--- config.mk ---
export PLATFORM = sky130hd
export DESIGN_NAME = ir_alarm_controller
export DESIGN_NICKNAME = d
export VERILOG_FILES = /design/src/rtl/ir_alarm_controller.sv
export SDC_FILE = /design/constraint.sdc
export NUM_CORES = 1
export LEC_CHECK = 0
export ABC_CLOCK_PERIOD_IN_PS = 2800
export CORE_MARGIN = 1
export CORE_UTILIZATION = 30
export DETAILED_ROUTE_END_ITERATION = 12
export GPL_ROUTABILITY_DRIVEN = 1
export PLACE_DENSITY = 0.57
export SETUP_SLACK_MARGIN = 0.05
export SYNTH_ARGS = -nofsm -noshare
export SYNTH_HDL_FRONTEND = slang
export SYNTH_SLANG_ARGS = --single-unit
--- constraint.sdc ---
create_clock -name CLK -period 2.8 [get_ports CLK]
set_input_delay 0.28 -clock CLK [delete_from_list [all_inputs] [get_ports CLK]]
set_output_delay 0.28 -clock CLK [all_outputs]
set_load 0.03 [all_outputs]
--- src/rtl/ir_alarm_controller.sv ---
// ir_alarm_controller: IR sensor alarm sequencer.
// Synchronizes and debounces IR_IN. A qualified detection while armed plays
// a bounded beep pattern on BUZZER, then waits out a hold-off before re-arming.
// Optional macro IR_ALARM_LATCH_EN: when defined, the beep pattern repeats
// until ACK, ARM=0 or RST instead of ending after BEEP_COUNT beeps.
module ir_alarm_controller #(
  parameter int DEBOUNCE_CYCLES = 4,
  parameter int BEEP_ON_CYCLES  = 3,
  parameter int BEEP_OFF_CYCLES = 2,
  parameter int BEEP_COUNT      = 3,
  parameter int HOLDOFF_CYCLES  = 8
) (
  input  logic       CLK,
  input  logic       RST,
  input  logic       IR_IN,
  input  logic       ARM,
  input  logic       ACK,
  output logic       BUZZER,
  output logic [1:0] STATE,
  output logic [7:0] EVENT_CNT
);

  typedef enum logic [1:0] {
    ST_DISARMED = 2'b00,
    ST_ARMED    = 2'b01,
    ST_ALERT    = 2'b10,
    ST_HOLDOFF  = 2'b11
  } state_t;

  localparam int PH_MAX = (BEEP_ON_CYCLES > BEEP_OFF_CYCLES) ? BEEP_ON_CYCLES : BEEP_OFF_CYCLES;
  localparam int DB_W   = $clog2(DEBOUNCE_CYCLES + 1);
  localparam int PH_W   = $clog2(PH_MAX + 1);
  localparam int BC_W   = $clog2(BEEP_COUNT + 1);
  localparam int HO_W   = $clog2(HOLDOFF_CYCLES + 1);

  localparam logic [DB_W-1:0] DB_LAST  = DB_W'(DEBOUNCE_CYCLES - 1);
  localparam logic [PH_W-1:0] ON_LAST  = PH_W'(BEEP_ON_CYCLES - 1);
  localparam logic [PH_W-1:0] OFF_LAST = PH_W'(BEEP_OFF_CYCLES - 1);
  localparam logic [BC_W-1:0] BC_LAST  = BC_W'(BEEP_COUNT - 1);
  localparam logic [HO_W-1:0] HO_LAST  = HO_W'(HOLDOFF_CYCLES - 1);

  logic [1:0]      sync_reg;
  logic            ir_s;
  state_t          state_reg, state_next;
  logic            buzzer_reg, buzzer_next;
  logic            phase_on_reg, phase_on_next;
  logic [DB_W-1:0] db_cnt_reg, db_cnt_next;
  logic [PH_W-1:0] ph_cnt_reg, ph_cnt_next;
  logic [BC_W-1:0] beep_cnt_reg, beep_cnt_next;
  logic [HO_W-1:0] ho_cnt_reg, ho_cnt_next;
  logic [7:0]      evt_reg, evt_next;
  logic            detect;

  assign ir_s      = sync_reg[1];
  assign BUZZER    = buzzer_reg;
  assign STATE     = state_reg;
  assign EVENT_CNT = evt_reg;

  // Two-flop synchronizer for the asynchronous sensor input.
  always_ff @(posedge CLK) begin
    if (RST) sync_reg <= 2'b00;
    else     sync_reg <= {sync_reg[0], IR_IN};
  end

  // State and counter registers.
  always_ff @(posedge CLK) begin
    if (RST) begin
      state_reg    <= ST_DISARMED;
      buzzer_reg   <= 1'b0;
      phase_on_reg <= 1'b0;
      db_cnt_reg   <= '0;
      ph_cnt_reg   <= '0;
      beep_cnt_reg <= '0;
      ho_cnt_reg   <= '0;
      evt_reg      <= 8'd0;
    end else begin
      state_reg    <= state_next;
      buzzer_reg   <= buzzer_next;
      phase_on_reg <= phase_on_next;
      db_cnt_reg   <= db_cnt_next;
      ph_cnt_reg   <= ph_cnt_next;
      beep_cnt_reg <= beep_cnt_next;
      ho_cnt_reg   <= ho_cnt_next;
      evt_reg      <= evt_next;
    end
  end

  // A detection needs DEBOUNCE_CYCLES consecutive synchronized-high cycles in ARMED.
  assign detect = (state_reg == ST_ARMED) && ir_s && (db_cnt_reg == DB_LAST);

  // Next-state, beep sequencing and counter updates; ARM=0 overrides everything.
  always_comb begin
    state_next    = state_reg;
    buzzer_next   = buzzer_reg;
    phase_on_next = phase_on_reg;
    ph_cnt_next   = ph_cnt_reg;
    beep_cnt_next = beep_cnt_reg;
    ho_cnt_next   = ho_cnt_reg;
    evt_next      = evt_reg;
    db_cnt_next   = (ir_s && state_reg == ST_ARMED) ? db_cnt_reg + 1'b1 : '0;

    if (!ARM) begin
      state_next    = ST_DISARMED;
      buzzer_next   = 1'b0;
      phase_on_next = 1'b0;
      db_cnt_next   = '0;
      ph_cnt_next   = '0;
      beep_cnt_next = '0;
      ho_cnt_next   = '0;
    end else begin
      case (state_reg)
        ST_DISARMED: state_next = ST_ARMED;
        ST_ARMED: begin
          if (detect) begin
            state_next    = ST_ALERT;
            buzzer_next   = 1'b1;
            phase_on_next = 1'b1;
            ph_cnt_next   = '0;
            beep_cnt_next = '0;
            if (evt_reg != 8'hFF) evt_next = evt_reg + 8'd1;
          end
        end
        ST_ALERT: begin
          if (ACK) begin
            state_next  = ST_HOLDOFF;
            buzzer_next = 1'b0;
            ho_cnt_next = '0;
          end else if (phase_on_reg) begin
            if (ph_cnt_reg == ON_LAST) begin
              phase_on_next = 1'b0;
              buzzer_next   = 1'b0;
              ph_cnt_next   = '0;
            end else begin
              ph_cnt_next = ph_cnt_reg + 1'b1;
            end
          end else if (ph_cnt_reg == OFF_LAST) begin
            ph_cnt_next = '0;
            if (beep_cnt_reg == BC_LAST) begin
`ifdef IR_ALARM_LATCH_EN
              beep_cnt_next = '0;
              phase_on_next = 1'b1;
              buzzer_next   = 1'b1;
`else
              beep_cnt_next = '0;
              state_next    = ST_HOLDOFF;
              buzzer_next   = 1'b0;
              ho_cnt_next   = '0;
`endif
            end else begin
              beep_cnt_next = beep_cnt_reg + 1'b1;
              phase_on_next = 1'b1;
              buzzer_next   = 1'b1;
            end
          end else begin
            ph_cnt_next = ph_cnt_reg + 1'b1;
          end
        end
        ST_HOLDOFF: begin
          if (ho_cnt_reg == HO_LAST) begin
            state_next  = ST_ARMED;
            ho_cnt_next = '0;
          end else begin
            ho_cnt_next = ho_cnt_reg + 1'b1;
          end
        end
        default: state_next = ST_DISARMED;
      endcase
    end
  end

endmodule

# [Yosys cells after proc, flatten, opt, wreduce, memory -nomap -nowiden]
# Cells that the tools add are included.
# Widths: inputs -> output; s select.
[word_totals] wordCells=84 output_inout_bits=11 register_bits=25 input_bits=5
[classes] n_mux=36 bitwise_logic=2 addsub=5 eq_ne=19 reduce_logical=13
[op_table] operator="$mux 2" n=15
[op_table] operator="$mux 4" n=5
[op_table] operator="$reduce_and 4->1" n=3
[op_table] operator="$mux 1" n=10
[op_table] operator="$ne 2x2->1 const B" n=5
[op_table] operator="$reduce_and 5->1" n=2
[op_table] operator="$ne 3x3->1 const B" n=3
[op_table] operator="$add 8x1->8 const B" n=1
[op_table] operator="$eq 2x2->1 const B" n=4
[op_table] operator="$ne 4x4->1 const B" n=2
[op_table] operator="$ne 8x8->1 const B" n=1
[op_table] operator="$pmux 2 s2" n=2
[op_table] operator="$pmux 2 s4" n=1
[op_table] operator="$pmux 4 s2" n=1
[op_table] operator="$add 2x1->2 const B" n=2
[op_table] operator="$add 4x1->4 const B" n=1
[op_table] operator="$eq 2x1->1 const B" n=2
[op_table] operator="$eq 4x3->1 const B" n=1
[op_table] operator="$pmux 1 s2" n=2
[op_table] operator="$reduce_bool 2->1" n=2
[op_table] operator="$add 3x1->3 const B" n=1
[op_table] operator="$eq 3x2->1 const B" n=1
[op_table] operator="$reduce_and 3->1" n=1
[op_table] operator="$reduce_or 3->1" n=1
[op_table] operator="other kinds (4)" n=6

# [Longest topological paths before layout]
# Gate-level depths: netlist (run 1).
[depth] ltp_word=6 ltp_mapped=7

# [Worst setup path after synthesis (run 1)]
# OpenSTA, ideal clock, no wires.
[synth_timing] path_kind="flip-flop to flip-flop" startpoint="reg state_reg[0], in the netlist STATE[0]" endpoint="reg ho_cnt_reg[3]" path_slack_ns=0.879 arrival_time_ns=1.847 stages_incl_launch_ff=7 setup_time_ns=0.074 t_required_ns=2.726 path_cell_list="dfxtp_1 -> inv_1 -> ha_1 -> nor2b_1 -> o21a_4 -> or4_1 -> a31oi_1"
[synth_via] elab_chain_len=3
[synth_rtl] item="start, declared" line_no="44" rtl="state_t state_reg, state_next;"
[synth_rtl] item="start signal, assigned" line_no="77" rtl="state_reg <= state_next;"
[synth_rtl] item="$eq 2x2->1" line_no="111" rtl="case (state_reg)"
[synth_rtl] item="$ne 3x3->1 (no source line) / $reduce_bool 2->1 (equally long branches)"
[synth_rtl] item="$reduce_and 4->1 (no source line)"
[synth_rtl] item="end signal, assigned" line_no="83" rtl="ho_cnt_reg <= ho_cnt_next;"
[synth_rtl] item="end, declared" line_no="50" rtl="logic [HO_W-1:0] ho_cnt_reg, ho_cnt_next;"
# Several ways; a longest one is shown, not always the timed one.
# A chain may end at the register's enable or synchronous reset.

# [Final worst setup path (run 1)]
[layout_timing] startpoint="reg state_reg[1], in the netlist STATE[1]" endpoint="reg state_reg[1], in the netlist STATE[1]"
[layout_via] elab_chain_len=5
[layout_rtl] item="$eq 2x1->1" line_no="89, 111"
[layout_rtl] item="$logic_and 1x1->1 (2 in series)" line_no="89" rtl="assign detect = (state_reg == ST_ARMED) && ir_s && (db_cnt_reg == DB_LAST);"
[layout_rtl] item="$ne 2x2->1 (no source line)"
[layout_rtl] item="$reduce_and 5->1 (no source line)"
# Several ways; a longest one is shown, not always the timed one.

==> results of run 1 <==
-- stage by stage --
stage                     cells  area [µm²]   util  worst slack [ns]  total power, mW
after global routing        209        1500  0.375             0.704            0.684
after floorplan             144        1260      -             0.879            0.419
after CTS                   209        1500  0.375             0.898            0.662
after detailed placement    205        1450  0.363             0.915            0.443
final                       209        1500  0.375             0.881            0.653
after global placement      205        1450  0.363             0.933            0.442
-- cells in the mapped netlist (3+ instances only) --
cell type | count | area share
a21oi_1 | 11 | 0.044
o211ai_1 | 3 | 0.018
clkbuf_1 | 3 | 0.0090
nand3_1 | 6 | 0.024
ha_1 | 8 | 0.080
xor2_1 | 5 | 0.035
and3_1 | 4 | 0.020
nor2b_1 | 6 | 0.030
nand2_1 | 4 | 0.012
o21ai_0 | 11 | 0.044
dfxtp_1 | 25 | 0.40
nand2b_1 | 6 | 0.030
nor2_1 | 14 | 0.042
inv_1 | 6 | 0.018
nor3_1 | 3 | 0.012
-- area by class of cell --
cell class | count | area (µm²) | share of cell area
timing repair buffer | 15 | 150 | 0.100
inverter | 6 | 22.5 | 0.0150
clock buffer | 3 | 41.3 | 0.0275
sequential | 25 | 500 | 0.334
multi-input combinational | 109 | 717 | 0.478
clock inverter | 1 | 5.00 | 0.00334
tap | 50 | 62.6 | 0.0417
-- layer usage --
metal	vias up	share of wire	track usage
met4	0	0.0098	0.0452
met2	16	0.48	0.223
met1	513	0.46	0.137
li1	551	-	-
met3	4	0.047	0.0479
met5	-	0	0
-- cells by family after synthesis --
logic type,Yosys count,share of synthesized area
buffers and inverters,10,0.0309
muxes,1,0.00797
AOI/OAI and AO/OA,37,0.188
adders and majority gates,8,0.0797
xor gates and xnor gates,5,0.0349
and+or+nand+nor,58,0.260
DFF,25,0.398
-- where the power goes --
group	switching, mW	total (mW)	internal, mW
logic	0.0385	0.0680	0.0294
registers	0.00595	0.367	0.361
clock network	0.119	0.219	0.0998
total	0.164	0.653	0.490
-- cell usage in the layout, fill, tap and decap left out, types with 2 or more instances in the layout --
cell,synthesis,routed
nand2b_1,6,6
clkdlybuf4s50_1,0,15
o21ai_0,11,11
clkbuf_8,0,3
nand4_1,2,2
a21oi_1,11,11
xor2_1,5,5
ha_1,8,8
nor2b_1,6,6
nand2_1,4,4
nand4b_1,2,2
nand3_1,6,6
dfxtp_1,25,25
and3_1,4,4
or4_1,2,2
or3_1,2,2
nor3_1,3,3
nor2_1,14,14
and4_1,2,2
o211ai_1,3,3
inv_1,6,6
-- worst max path at each step --
stage | start | slack, ns | end
finish | STATE[1]$_SDFFE_PP0P_ | 0.88 | STATE[1]$_SDFFE_PP0P_
global route | STATE[1]$_SDFFE_PP0P_ | 0.70 | STATE[0]$_SDFFE_PP0P_
CTS | STATE[1]$_SDFFE_PP0P_ | 0.90 | STATE[1]$_SDFFE_PP0P_
detailed placement | STATE[1]$_SDFFE_PP0P_ | 0.92 | STATE[1]$_SDFFE_PP0P_
global placement | STATE[0]$_SDFFE_PP0P_ | 0.93 | STATE[1]$_SDFFE_PP0P_
floorplan | STATE[0]$_SDFFE_PP0P_ | 0.88 | ho_cnt_reg[3]$_SDFFE_PP0P_
-- worst register-to-register path, cell delays in order (launching register included) --
cell	delay [ns]
dfxtp_1	0.42
ha_1	0.32
nor2b_1	0.36
o21ai_0	0.33
and3_1	0.27
nor3_1	0.13
==> results.json, run 1 <==
{
  "cts_root_buf": "clkbuf_8",
  "routabilityCongestion": 0.869,
  "grt_pass1_wl_um": 4280,
  "clock.fmax_ghz": 0.521,
  "reg2reg_slack_ns": 0.88,
  "cp.arrival_ns": 2.12,
  "status": "finished clean",
  "antenna_left": 0,
  "crit_slowest_cell": "dfxtp_1",
  "area_growth_syn_to_layout_pct": 19.3,
  "wl_per_cell_um": 12.2,
  "period_needed_ns": 1.92,
  "period_share": 0.685,
  "end_kind": "register",
  "max_slew_margin": 0.582,
  "cts_setup_buffers": 0,
  "cp_top_family": "simple AND/OR/NAND/NOR gates",
  "clockBufferDepth": 2,
  "rsz0062_at_grt": "false",
  "hpwlAfterDp_um": 1850,
  "remaining_drc_errors": 0,
  "vias": 1084,
  "hold_class": "reg2reg",
  "synth.ff_latch_count": 25,
  "fp-row-count": 23,
  "ys.flop_type": "dfxtp_1",
  "dr.pass1.iters": 4,
  "holdCritStartpoint": "db_cnt_reg[0]$_SDFF_PP0_",
  "avgSynthCellArea_um2": 8.72,
  "startpoint_type": "register",
  "io_pins": 16,
  "die_h_um": 66.7,
  "viasPerCell": 5.19,
  "required_ns": 3.00,
  "start_util": 0.314,
  "clk_pin_slew_ns": 0.09,
  "worst_pin_slew_ns": 0.620,
  "synth_edf_count": 0,
  "nets": 173,
  "holdPathStages": 1,
  "synth_cell_types": 39,
  "p_leak_nw": 0.532,
  "dieArea_um2": 4450,
  "crit_chain": "ha_1 > nor2b_1 > o21ai_0 > and3_1 > nor3_1",
  "reg2reg_depth": 5,
  "gr-total-overflow": 0,
  "timing.rr.start": "STATE[1]$_SDFFE_PP0P_",
  "ys_warn_count": 0,
  "fill_cells": 410,
  "r2r_end": "STATE[1]$_SDFFE_PP0P_",
  "finalHoldViolations": 0,
  "crit_fanout": 8,
  "htreeDepth": 1,
  "cts_tree": "built",
  "synthCells": 144,
  "final_layout_size_suffix_gt1_frac": 0.0377,
  "antenna_found_initial": 0,
  "grt_pass1_vias": 1045,
  "slew_violations": 0,
  "whs_ns": 0.420,
  "cellPowerDensity_nw_per_um2": 436,
  "async_flop_share": 0,
  "worstSkewPairLatency_ns": 0.27,
  "track_usage": 0.127,
  "largest_reg_flops": 8,
  "cts_resized": 0,
  "peakVddDrop_mv": 0.301,
  "wirelength_um": 2550,
  "cts_sinks": 25,
  "core-area_um2": 4000,
  "drt_iter0_drc": 37,
  "setup-violations-final": 0,
  "synth_nets": 157,
  "finalSetupTns_ns": 0,
  "slowest_delay_ns": 0.42,
  "grt_start_max_net_pins": 15,
  "drv_cap": 0,
  "die_w_um": 66.7,
  "cts_made_buffers": 3,
  "path_buf_inv": 0,
  "cts.hold.buffers_added": 0,
  "fin_worst_skew_ns": 0.00201,
  "netlist_area_um2": 1260,
  "antennaDiodeCount": 0,
  "crit_cells": 5,
  "min_to": "db_cnt_reg[0]$_SDFF_PP0_",
  "port_buffers": 15,
  "synth-seq-area-share": 0.398,
  "crit_type": "reg2reg"
}
No activity file was read; power rests on OpenSTA's default activity.
==> run 2, diff against run 1 <==
--- a/config.mk
+++ b/config.mk
@@ -5,12 +5,12 @@
 export SDC_FILE = /design/constraint.sdc
 export NUM_CORES = 1
 export LEC_CHECK = 0
-export ABC_CLOCK_PERIOD_IN_PS = 2800
+export ABC_CLOCK_PERIOD_IN_PS = 1600
 export CORE_MARGIN = 1
 export CORE_UTILIZATION = 30
 export DETAILED_ROUTE_END_ITERATION = 12
 export GPL_ROUTABILITY_DRIVEN = 1
-export PLACE_DENSITY = 0.57
+export PLACE_DENSITY = 0.58
 export SETUP_SLACK_MARGIN = 0.05
 export SYNTH_ARGS = -nofsm -noshare
 export SYNTH_HDL_FRONTEND = slang
==> constraint.sdc (replaced) <==
create_clock -name CLK -period 1.6 [get_ports CLK]
set_input_delay 0.16 -clock CLK [delete_from_list [all_inputs] [get_ports CLK]]
set_output_delay 0.16 -clock CLK [all_outputs]
set_load 0.03 [all_outputs]
==> run 2 against run 1 <==
  * The flow now finishes with violations (negative setup slack)
  * Sequential share of layout area fell by 4.9 points
  * Count of clock-buffer cells in the layout did not move
  * Worst setup slack got worse by 0.89 ns
  * Critical path depth fell by 1
  * Non-clock buffer count rose by 15
  * First-iteration DRC count rose by 81%
  * Fmax rose by 19%
  * Clock power rose by 81%
  * Die area did not move
  * Register-to-register slack got worse by 0.89 ns
  * Sequential power rose by 75%
  * Critical endpoint is now ho_cnt_reg[3]$_SDFFE_PP0P_
  * Largest power group unchanged
==> results.json, run 2 (same netlist as run 1, synthesis figures left out) <==
{
  "status": "complete, but fails checks",
  "violations": "negative setup slack",
  "io_pins": 16,
  "dieArea_um2": 4450,
  "drv_cap": 0,
  "gr-total-overflow": 0,
  "antenna_left": 0,
  "largest_reg_flops": 8,
  "peakVddDrop_mv": 0.473,
  "area_growth_syn_to_layout_pct": 43.6,
  "track_usage": 0.149,
  "crit_chain": "or3b_4 > o21a_4 > or4_4 > a31oi_1",
  "cellPowerDensity_nw_per_um2": 672,
  "power_mw": 1.21,
  "start_util": 0.314,
  "clk_pin_slew_ns": 0.09,
  "grt_use_met2": 0.258,
  "period_needed_ns": 1.61,
  "hold_class": "in2reg",
  "wirelength_um": 2940,
  "fin_cells": 224,
  "fp-row-count": 23,
  "routabilityCongestion": 0.806,
  "path_buf_inv": 0,
  "p_leak_nw": 0.705,
  "vias": 1163,
  "viasPerCell": 5.19,
  "crit_fanout": 5,
  "htreeDepth": 1,
  "required_ns": 1.80,
  "grtUsageMet1": 0.184,
  "dpl-instance-area_um2": 1560,
  "drt_iter0_drc": 67,
  "antenna_found_initial": 0,
  "grt.busiest_layer": "met2",
  "max_slew_margin": 0.636,
  "rsz0062_at_grt": "true",
  "nets": 188,
  "fin_util": 0.451,
  "cts.hold.buffers_added": 0,
  "met3_usage": 0.0411,
  "post-place-cells": 217,
  "setup_ws_ns": -0.0102,
  "slowest_delay_ns": 0.41,
  "crit_slowest_cell": "or3b_4",
  "end_kind": "register",
  "dr.pass1.iters": 7,
  "worst_pin_slew_ns": 0.546,
  "final_layout_size_suffix_gt1_frac": 0.316,
  "cts_root_buf": "clkbuf_8",
  "cts_tree": "built",
  "clockBufferDepth": 2,
  "clock.fmax_ghz": 0.621,
  "remaining_drc_errors": 0,
  "whs_ns": 0.428,
  "fill_cells": 380,
  "core-area_um2": 4000,
  "die_w_um": 66.7,
  "finalHoldViolations": 0,
  "worstSkewPairLatency_ns": 0.27,
  "slew_violations": 0,
  "setup-violations-final": 1,
  "final_cell_mix": "16 x dfxtp_1, 13 x nor2_1, 12 x buf_4",
  "period_share": 1.01,
  "mostFrequentLayoutCell": "dfxtp_1",
  "cp.arrival_ns": 1.81,
  "grt_pass1_vias": 1128,
  "grt_start_max_net_pins": 16,
  "cts_sinks": 25,
  "place_ws_ns": -0.0584,
  "cts_made_buffers": 3,
  "final_cell_area_um2": 1800,
  "die_h_um": 66.7,
  "antennaDiodeCount": 0,
  "grt_pass1_wl_um": 5030,
  "crit_type": "reg2reg",
  "hpwlAfterDp_um": 2000,
  "wl_per_cell_um": 13.1,
  "port_buffers": 15,
  "finalSetupTns_ns": -0.0102,
  "cp_top_family": "simple AND/OR/NAND/NOR gates",
  "startpoint_type": "register",
  "fin_worst_skew_ns": 0.00165
}
run 2: routing by layer:
layer | part of all wire | up-vias
met2 | 0.49 | 35
met1 | 0.45 | 545
li1 | - | 580
met5 | 0 | -
met4 | 0.0051 | 0
met3 | 0.050 | 3
run 2: what timing repair did:
item	4_1_cts	5_1_grt
pin swaps	10	9
buffers inserted	2	1
endpoints found under the setup margin	18	17
resized for setup	19	28
run 2: area by class of cell:
type                    instances  area, µm²  area share
clock buffers                   3       41.3      0.0229
repair buffers                 30        275       0.153
multi-input cells             109        882       0.489
flip-flops and latches         25        514       0.285
well taps                      50       62.6      0.0347
inverters                       6       22.5      0.0125
clock inverters                 1       6.26     0.00347
run 2: power breakdown:
part	switching (mW)	internal, mW
Combinational	0.0914	0.0821
Sequential	0.00991	0.632
Clock	0.218	0.178
run 2: final timing paths:
path	startpoint	endpoint	slack, ns	depth (start not counted)
max	phase_on_reg$_SDFFE_PP0P_	ho_cnt_reg[3]$_SDFFE_PP0P_	-0.01	4
min	IR_IN	sync_reg[0]$_SDFF_PP0_	0.43	2
max reg2reg	phase_on_reg$_SDFFE_PP0P_	ho_cnt_reg[3]$_SDFFE_PP0P_	-0.01	4
min reg2reg	db_cnt_reg[0]$_SDFF_PP0_	db_cnt_reg[0]$_SDFF_PP0_	0.43	1
